### config.mk
export PLATFORM = sky130hd
export DESIGN_NAME = serial_signed_divider_flat
export DESIGN_NICKNAME = d
export VERILOG_FILES = /design/src/rtl/spm_pkg.sv /design/src/rtl/serial_signed_divider_if.sv /design/src/rtl/sgn_mag.sv /design/src/rtl/serial_signed_divider.sv /design/src/flat_wrapper.sv
export SDC_FILE = /design/constraint.sdc
export NUM_CORES = 1
export LEC_CHECK = 0
export CORE_MARGIN = 2
export CORE_UTILIZATION = 56
export CTS_BUF_LIST = sky130_fd_sc_hd__clkbuf_16
export DETAILED_ROUTE_END_ITERATION = 8
export GPL_TIMING_DRIVEN = 0
export PLACE_DENSITY_LB_ADDON = 0.3
export RECOVER_POWER = 100
export SLEW_MARGIN = 20
export SYNTH_ARGS = -nofsm -noshare
export SYNTH_HDL_FRONTEND = slang
export SYNTH_SLANG_ARGS = --single-unit
### constraint.sdc
create_clock -name clk -period 3.7 [get_ports clk]
set_input_delay 0.37 -clock clk [delete_from_list [all_inputs] [get_ports clk]]
set_output_delay 0.37 -clock clk [all_outputs]
set_load 0.02 [all_outputs]
### src/rtl/spm_pkg.sv
// spm_pkg: definitions shared by the serial multiplier / divider pair.
//   SPM_WIDTH : default operand width common to both datapaths
//   state_e   : controller states, 2-bit encoding (IDLE, CALC, FIX)
package spm_pkg;

  localparam int SPM_WIDTH = 8;

  typedef enum logic [1:0] {
    IDLE = 2'd0,
    CALC = 2'd1,
    FIX  = 2'd2
  } state_e;

endpackage

### src/rtl/serial_signed_divider_if.sv
// serial_signed_divider_if: start/done handshake, operands and results of the
// serial signed divider.
//   master : requester side (drives start/dividend/divisor, reads results)
//   slave  : divider side
interface serial_signed_divider_if
  import spm_pkg::*;
#(
  parameter int WIDTH = SPM_WIDTH
);

  logic             start;
  logic [WIDTH-1:0] dividend;
  logic [WIDTH-1:0] divisor;
  logic [WIDTH-1:0] quotient;
  logic [WIDTH-1:0] remainder;
  logic             done;
  logic             busy;
  logic             div_by_zero;
  logic             ovf;

  modport master (
    output start, dividend, divisor,
    input  quotient, remainder, done, busy, div_by_zero, ovf
  );

  modport slave (
    input  start, dividend, divisor,
    output quotient, remainder, done, busy, div_by_zero, ovf
  );

endinterface

### src/rtl/sgn_mag.sv
// sgn_mag: combinational conditional two's-complement negate.
//   value_i  : WIDTH-bit input
//   neg_i    : 1 -> output the negation of value_i, 0 -> pass through
//   result_o : WIDTH-bit result
// Feeding neg_i with the sign bit of value_i gives the absolute value; the
// result is read as unsigned, so the most negative value maps to 2^(WIDTH-1).
module sgn_mag
  import spm_pkg::*;
#(
  parameter int WIDTH = SPM_WIDTH
) (
  input  logic [WIDTH-1:0] value_i,
  input  logic             neg_i,
  output logic [WIDTH-1:0] result_o
);

  assign result_o = neg_i ? (~value_i + WIDTH'(1)) : value_i;

endmodule

### src/rtl/serial_signed_divider.sv
// serial_signed_divider: iterative signed divider, restoring division on the
// operand magnitudes, one quotient bit per clock, sign fix-up at the end.
// Quotient truncates toward zero; remainder takes the sign of the dividend.
//   clk : clock, rising edge
//   rst : asynchronous active-high reset (aborts any operation)
//   bus : slave side of serial_signed_divider_if
//         start/dividend/divisor in; quotient/remainder/done/busy/
//         div_by_zero/ovf out
module serial_signed_divider
  import spm_pkg::*;
#(
  parameter int WIDTH = SPM_WIDTH
) (
  input logic                  clk,
  input logic                  rst,
  serial_signed_divider_if.slave bus
);

  localparam int CW = $clog2(WIDTH) + 1;
  localparam logic [WIDTH-1:0] MIN_MAG = {1'b1, {(WIDTH-1){1'b0}}};

  state_e           state_q, state_d;
  logic [WIDTH-1:0] rem_q, rem_d;      // partial remainder magnitude
  logic [WIDTH-1:0] quo_q, quo_d;      // dividend bits shift out, quotient bits shift in
  logic [WIDTH-1:0] dvs_q, dvs_d;      // divisor magnitude
  logic [CW-1:0]    count_q, count_d;
  logic             sgn_dvd_q, sgn_dvd_d;
  logic             sgn_dvs_q, sgn_dvs_d;
  logic             dz_q, dz_d;        // current operation is a divide by zero

  logic [WIDTH-1:0] quotient_q, quotient_d;
  logic [WIDTH-1:0] remainder_q, remainder_d;
  logic             done_q, done_d;
  logic             busy_q, busy_d;
  logic             dbz_q, dbz_d;
  logic             ovf_q, ovf_d;

  logic [WIDTH-1:0] abs_dividend, abs_divisor;
  logic [WIDTH-1:0] fix_quo, fix_rem;
  logic [WIDTH:0]   shifted, trial;

  sgn_mag #(.WIDTH(WIDTH)) u_abs_dividend (
    .value_i  (bus.dividend),
    .neg_i    (bus.dividend[WIDTH-1]),
    .result_o (abs_dividend)
  );

  sgn_mag #(.WIDTH(WIDTH)) u_abs_divisor (
    .value_i  (bus.divisor),
    .neg_i    (bus.divisor[WIDTH-1]),
    .result_o (abs_divisor)
  );

  sgn_mag #(.WIDTH(WIDTH)) u_fix_quo (
    .value_i  (quo_q),
    .neg_i    (sgn_dvd_q ^ sgn_dvs_q),
    .result_o (fix_quo)
  );

  // For a divide by zero rem_q holds |dividend|, so this path returns the
  // original dividend as the remainder without a separate mux.
  sgn_mag #(.WIDTH(WIDTH)) u_fix_rem (
    .value_i  (rem_q),
    .neg_i    (sgn_dvd_q),
    .result_o (fix_rem)
  );

  // One extra bit so the borrow of the trial subtract is visible.
  assign shifted = {rem_q, quo_q[WIDTH-1]};
  assign trial   = shifted - {1'b0, dvs_q};

  always_comb begin
    state_d     = state_q;
    rem_d       = rem_q;
    quo_d       = quo_q;
    dvs_d       = dvs_q;
    count_d     = count_q;
    sgn_dvd_d   = sgn_dvd_q;
    sgn_dvs_d   = sgn_dvs_q;
    dz_d        = dz_q;
    quotient_d  = quotient_q;
    remainder_d = remainder_q;
    done_d      = 1'b0;
    busy_d      = busy_q;
    dbz_d       = dbz_q;
    ovf_d       = ovf_q;

    case (state_q)
      IDLE: begin
        if (bus.start) begin
          sgn_dvd_d = bus.dividend[WIDTH-1];
          sgn_dvs_d = bus.divisor[WIDTH-1];
          dvs_d     = abs_divisor;
          count_d   = '0;
          busy_d    = 1'b1;
          if (bus.divisor == '0) begin
            dz_d    = 1'b1;
            rem_d   = abs_dividend;
            quo_d   = '0;
            state_d = FIX;
          end else begin
            dz_d    = 1'b0;
            rem_d   = '0;
            quo_d   = abs_dividend;
            state_d = CALC;
          end
        end
      end

      CALC: begin
        if (!trial[WIDTH]) begin
          rem_d = trial[WIDTH-1:0];
          quo_d = {quo_q[WIDTH-2:0], 1'b1};
        end else begin
          rem_d = shifted[WIDTH-1:0];
          quo_d = {quo_q[WIDTH-2:0], 1'b0};
        end
        count_d = count_q + CW'(1);
        if (count_q == CW'(WIDTH - 1)) begin
          state_d = FIX;
        end
      end

      FIX: begin
        quotient_d  = dz_q ? '1 : fix_quo;
        remainder_d = fix_rem;
        dbz_d       = dz_q;
        // A magnitude of 2^(WIDTH-1) with a positive sign only arises from MIN / -1.
        ovf_d       = !dz_q && (quo_q == MIN_MAG) && !(sgn_dvd_q ^ sgn_dvs_q);
        done_d      = 1'b1;
        busy_d      = 1'b0;
        state_d     = IDLE;
      end

      default: begin
        state_d = IDLE;
      end
    endcase
  end

  always_ff @(posedge clk or posedge rst) begin
    if (rst) begin
      state_q     <= IDLE;
      rem_q       <= '0;
      quo_q       <= '0;
      dvs_q       <= '0;
      count_q     <= '0;
      sgn_dvd_q   <= 1'b0;
      sgn_dvs_q   <= 1'b0;
      dz_q        <= 1'b0;
      quotient_q  <= '0;
      remainder_q <= '0;
      done_q      <= 1'b0;
      busy_q      <= 1'b0;
      dbz_q       <= 1'b0;
      ovf_q       <= 1'b0;
    end else begin
      state_q     <= state_d;
      rem_q       <= rem_d;
      quo_q       <= quo_d;
      dvs_q       <= dvs_d;
      count_q     <= count_d;
      sgn_dvd_q   <= sgn_dvd_d;
      sgn_dvs_q   <= sgn_dvs_d;
      dz_q        <= dz_d;
      quotient_q  <= quotient_d;
      remainder_q <= remainder_d;
      done_q      <= done_d;
      busy_q      <= busy_d;
      dbz_q       <= dbz_d;
      ovf_q       <= ovf_d;
    end
  end

  assign bus.quotient    = quotient_q;
  assign bus.remainder   = remainder_q;
  assign bus.done        = done_q;
  assign bus.busy        = busy_q;
  assign bus.div_by_zero = dbz_q;
  assign bus.ovf         = ovf_q;

endmodule

### src/flat_wrapper.sv
// flat-port wrapper written by rule: the top's interface ports become plain ports
module serial_signed_divider_flat import spm_pkg::*;
#(
  parameter int WIDTH = SPM_WIDTH
)
  (clk, rst, bus_start, bus_dividend, bus_divisor, bus_quotient, bus_remainder, bus_done, bus_busy, bus_div_by_zero, bus_ovf);
  serial_signed_divider_if #(.WIDTH(WIDTH)) bus_i ();
  input logic clk;
  input logic rst;
  input wire logic [$bits(bus_i.start)-1:0] bus_start;
  input wire logic [$bits(bus_i.dividend)-1:0] bus_dividend;
  input wire logic [$bits(bus_i.divisor)-1:0] bus_divisor;
  output wire logic [$bits(bus_i.quotient)-1:0] bus_quotient;
  output wire logic [$bits(bus_i.remainder)-1:0] bus_remainder;
  output wire logic [$bits(bus_i.done)-1:0] bus_done;
  output wire logic [$bits(bus_i.busy)-1:0] bus_busy;
  output wire logic [$bits(bus_i.div_by_zero)-1:0] bus_div_by_zero;
  output wire logic [$bits(bus_i.ovf)-1:0] bus_ovf;
  assign bus_i.start = bus_start;
  assign bus_i.dividend = bus_dividend;
  assign bus_i.divisor = bus_divisor;
  assign bus_quotient = bus_i.quotient;
  assign bus_remainder = bus_i.remainder;
  assign bus_done = bus_i.done;
  assign bus_busy = bus_i.busy;
  assign bus_div_by_zero = bus_i.div_by_zero;
  assign bus_ovf = bus_i.ovf;
  serial_signed_divider #(.WIDTH(WIDTH)) u_core (.clk(clk), .rst(rst), .bus(bus_i));
endmodule
# [After elaboration in Yosys (flattened, before gate mapping)]
# Cells that the tools add are included.
[word_totals] register_bits=53 latch_bits=0 ram_bits=0 romBits=0 in_bits=19 output_inout_bits=20 wordCells=66 n_memories=0
[classes] n_addsub=6 n_mul=0 div=0 order_cmp=0 eq_ne=6 shift=0 n_mux=23 n_bitwise=5 n_reduce_logical=12
[op_table] cell="2-to-1 mux 8 bit" n=10
[op_table] cell="adder 8 x 1 -> 8 bit, second input constant" n=4
[op_table] cell="inverter 8 bit" n=4
[op_table] cell="one-hot mux 8 bit (2 select lines)" n=2
[op_table] cell="subtractor 9 x 8 -> 9 bit" n=1
[op_table] cell="equality test 8 bit, second input constant" n=1
[op_table] cell="zero test 8 bit" n=1
[op_table] cell="one-hot mux 4 bit (2 select lines)" n=1
[op_table] cell="AND reduction 2 bit" n=4
[op_table] cell="2-to-1 mux 2 bit" n=3
[op_table] cell="adder 4 x 1 -> 4 bit, second input constant" n=1
[op_table] cell="equality test 4 x 3 -> 1 bit, second input constant" n=1
[op_table] cell="2-to-1 mux 1 bit" n=4
[op_table] cell="2-to-1 mux 4 bit" n=1
[op_table] cell="one-hot mux 2 bit (2 select lines)" n=1
[op_table] cell="nonzero test 2 bit" n=2
[op_table] cell="equality test 2 x 1 -> 1 bit, second input constant" n=1
[op_table] cell="equality test 2 bit, second input constant" n=1
[op_table] cell="logical AND 1 bit" n=2
[op_table] cell="zero test 1 bit" n=2
[op_table] cell="zero test 2 bit" n=1
[op_table] cell="inequality test 2 x 1 -> 1 bit, second input constant" n=1
[op_table] cell="inequality test 2 bit, second input constant" n=1
[op_table] cell="one-hot mux 1 bit (2 select lines)" n=1
[op_table] cell="XOR 1 bit" n=1

# [Logic depth before layout (Yosys ltp)]
[logic_depth] depth_word=6 mapped_depth=10 depth_no_buf=10

# [Modules after synthesis]
# From an unflattened synthesis, not the netlist that was laid out.
[unflattened] cells_unflattened=375 hier_area_um2=3390.8
[modules_own_cells] mod="serial_signed_divider" instances=1 cells_per_inst=291 area_each_um2=2705.1 seq_area_each_um2=1326.3
[modules_own_cells] mod="sgn_mag" instances=4 cells_per_inst=21 area_each_um2=171.4 seq_area_each_um2=0.0

# [Least setup slack after synthesis]
# Ideal clock, no wire load.
[synth_timing] path_type="register to register" from="reg u_core.quo_q[7]" to="reg u_core.rem_q[4]" setup_time_ns=0.126 t_arrival_ns=2.396 t_required_ns=3.574 setup_slack_ns=1.178 stages_incl_launch_ff=11 path_buffers=0 period_less_slack_ns=2.522 path_cell_list="dfrtp_1 inv_1 ha_1 inv_1 fa_1 a211oi_2 nor3_1 mux2i_2 nand2_4 mux2_4 a221o_1"
[synth_between] elab_chain_len=3
[synth_rtl] element="start: declaration" line="serial_signed_divider.sv:24" text="logic [WIDTH-1:0] quo_q, quo_d;"
[synth_rtl] element="start signal: assignment" line="serial_signed_divider.sv:160" text="quo_q <= quo_d;"
[synth_rtl] element="subtractor 9 x 8 -> 9 bit" line="serial_signed_divider.sv:70" text="assign trial = shifted - {1'b0, dvs_q};"
[synth_rtl] element="2-to-1 mux 8 bit" line="serial_signed_divider.sv:111" text="if (!trial[WIDTH]) begin"
[synth_rtl] element="one-hot mux 8 bit (2 select lines)" line="serial_signed_divider.sv:88" text="case (state_q)"
[synth_rtl] element="end signal: assignment" line="serial_signed_divider.sv:159" text="rem_q <= rem_d;"
[synth_rtl] element="end: declaration" line="serial_signed_divider.sv:23" text="logic [WIDTH-1:0] rem_q, rem_d;"
# Every way passes these cells.
# A chain may end at the register's enable or synchronous reset.

# [Worst setup path after layout]
# Ends and elaborated chain as after synthesis.

==> flow_summary.ini <==
[power_and_ir_drop]
combPwrFrac = 0.539
ir_drop_mv = 0.359
p_per_area_mw_per_mm2 = 861
switchingPower_mw = 1.38
p_int_mw = 1.85
netSwitchingFraction = 0.427
power.share.sequential = 0.317
p_clk_frac = 0.143
p_leak_nw = 1.73
power_mw = 3.22

[synthesis]
synth_seq_area_share = 0.422
synth_top_cell_by_area = dfrtp_1
synthFlopType = dfrtp_1
synth_area_per_cell_um2 = 8.79
synth_edf_count = 0
synth_warnings = 0
synth-seq-cells = 53
synth_area_mm2 = 0.00315
ys_types = 49
postSynthCellCount = 358
synth_top_area_frac = 0.422
syn_nets = 391
synthArstFlopShare = 1.00
ys_top_cells_by_area = dfrtp_1, o21ai_0, nand2_1, xor2_1, ha_1

[critical_path]
endpoint_kind = register
cpPeakStageDelay_ns = 0.42
crit_type = reg -> reg
crit_top_cell = inv_1
cp.required_ns = 3.88
crit_path_start_kind = register
crit_chain = inv_1, ha_1, inv_1, fa_1, a211oi_1, nor3_1, mux2i_1, nand2_1, mux2_1, a221o_1
worstPathArrival_ns = 3.24
crit_slowest_cell = fa_1
cp_max_fo = 9

[clock_network]
cts_tree = built
cts_buffers = 5
root_buffer = clkbuf_16
cts_resized = 0
insertion_delay_ns = 0.29
cts_buffer_depth = 2
postCtsSetupBuffers = 0
h-tree-depth = 2
cts_hold_repair.buffers = 0
clk_pin_slew_ns = 0.07
cts.sinks = 53

[sta]
fmax_ghz = 0.327
hold_viol = 0
tightest_slew_ns = 0.939
min_period_ns = 3.06
rsz0062_at_grt = false
slew_viol_final = 0
clock_skew_ns = 0.00331
slew_headroom = 0.368
tns_ns = 0
period_share = 0.826
fin_ws_ns = 0.642
setup_viol = 0

[cells_and_area]
nets = 435
fin_util = 0.684
n_antenna_cell = 0
final_common_cell = nand2_1
drive_above_1_share = 0.0397
final_cell_mix = nand2_1, dfrtp_1, o21ai_0
area_delta_synth_final_pct = 19.0
nFillCells = 445

[drt]
drtAntennaViolNets = 0
drtIter0Drc = 174
wl_um = 6750
routedWlPerCell_um = 14.2
via_per_inst = 5.62
drc_errors = 0
dr.pass1.iters = 4
via_count = 2671

[die]
die_x_um = 78.9
fp.coreArea_mm2 = 0.00547
dieArea_mm2 = 0.00623
fp.dieH_um = 78.9
pin_count = 39
start_util = 0.575
num_rows = 27

[grt]
grt_max_degree = 36
use_met2 = 0.409
overflow = 0
grt-busiest-layer = met2
grt.met3_usage = 0.0352
grt_pass1_wl_um = 11400
antenna_found_initial = 0
grt.total_usage = 0.231
grt.met1_usage = 0.302
grt_pass1_vias = 2468

[min_path]
min_path_type = in -> reg

[placed_design]
dp_hpwl_um = 5170
place_ws_ns = 0.935
portBuffers = 36
gp_congestion = 0.859

[job]
max_cap_violations = 0

[run_status]
status = complete, no violations
[path summary, 6_finish.rpt]
kind | to | slack, ns | cells after the start | from
max | u_core.rem_q[4] | 0.64 | 10 | u_core.quo_q[7]
min | u_core.sgn_dvs_q | 0.47 | 3 | bus_divisor[7]
max reg2reg | u_core.rem_q[4] | 0.64 | 10 | u_core.quo_q[7]
min reg2reg | u_core.bus.quotient[2] | 0.47 | 2 | u_core.bus.quotient[2]
max in group asynchronous | u_core.count_q[0] | 2.43 | 3 | rst
min in group asynchronous | u_core.bus.remainder[5] | 0.64 | 2 | rst
[through the flow]
step	hold slack, ns	cells	instance area [µm²]
finish	0.466	475	3740
global route	0.504	475	3740
CTS	0.405	475	3760
detailed placement	0.465	467	3620
global placement	0.454	466	3600
floorplan	0.449	358	3150
[worst max-delay path, delay by kind of cell, from the launching register on]
family,cells,cell delay [ns]
buf+inv,2,0.22
flops,1,0.38
compound gates,2,0.64
fa+ha+maj,2,0.63
simple gates,2,0.42
mux,2,0.65
[Yosys cell counts, types with 3 or more instances]
master	count
or2_2	3
nor3_1	8
o21ai_0	48
mux2i_1	6
xor2_1	19
clkbuf_1	16
inv_1	20
nor2b_1	5
ha_1	13
nand3_1	3
a21oi_1	7
nand2b_1	10
o31ai_1	5
xnor2_1	8
a22oi_1	9
or3_1	5
dfrtp_1	53
nor2_1	25
o21a_1	3
nand2_1	57
[final cells by class]
cell class,instances,area (µm²),share of cell area
multi-input combinational,269,1660,0.445
sequential,53,1330,0.354
timing repair buffer,37,380,0.102
clock buffer,5,125,0.0334
tap,72,90.1,0.0241
inverter,20,75.1,0.0201
buffer,16,60.1,0.0160
clock inverter,3,21.3,0.00568
[registers in the layout (all words and copies together) (netlist names), 2 cells and up]
signal and flops:
u_core.dvs_q 8, u_core.bus.remainder 8, u_core.state_q 2, u_core.quo_q 8, u_core.bus.quotient 8, u_core.count_q 4
u_core.rem_q 8
[metal layers]
| metal | up-vias | share of wire |
|---|---|---|
| met4 | 0 | 0.014 |
| li1 | 1331 | - |
| met1 | 1240 | 0.45 |
| met3 | 11 | 0.055 |
| met2 | 89 | 0.48 |
| met5 | - | 0 |
[logic make-up after synthesis]
| kind of cell | count (synthesis) | share of synthesized area |
|---|---|---|
| flops | 53 | 0.422 |
| compound gates | 92 | 0.181 |
| simple gates | 127 | 0.189 |
| xor+xnor | 27 | 0.0752 |
| buf+inv | 36 | 0.0430 |
| fa+ha+maj | 14 | 0.0581 |
| mux | 9 | 0.0318 |
[power by group through the flow]
stage | logic [mW] | clock network [mW] | registers [mW]
final | 1.74 | 0.462 | 1.02
after global routing | 1.95 | 0.492 | 1.05
after CTS | 1.81 | 0.469 | 1.02
after detailed placement | 1.79 | 0 | 1.03
after global placement | 1.74 | 0 | 1.02
after floorplan | 1.31 | 0 | 1.05
Note: power is estimated with default switching activity, not from simulation.
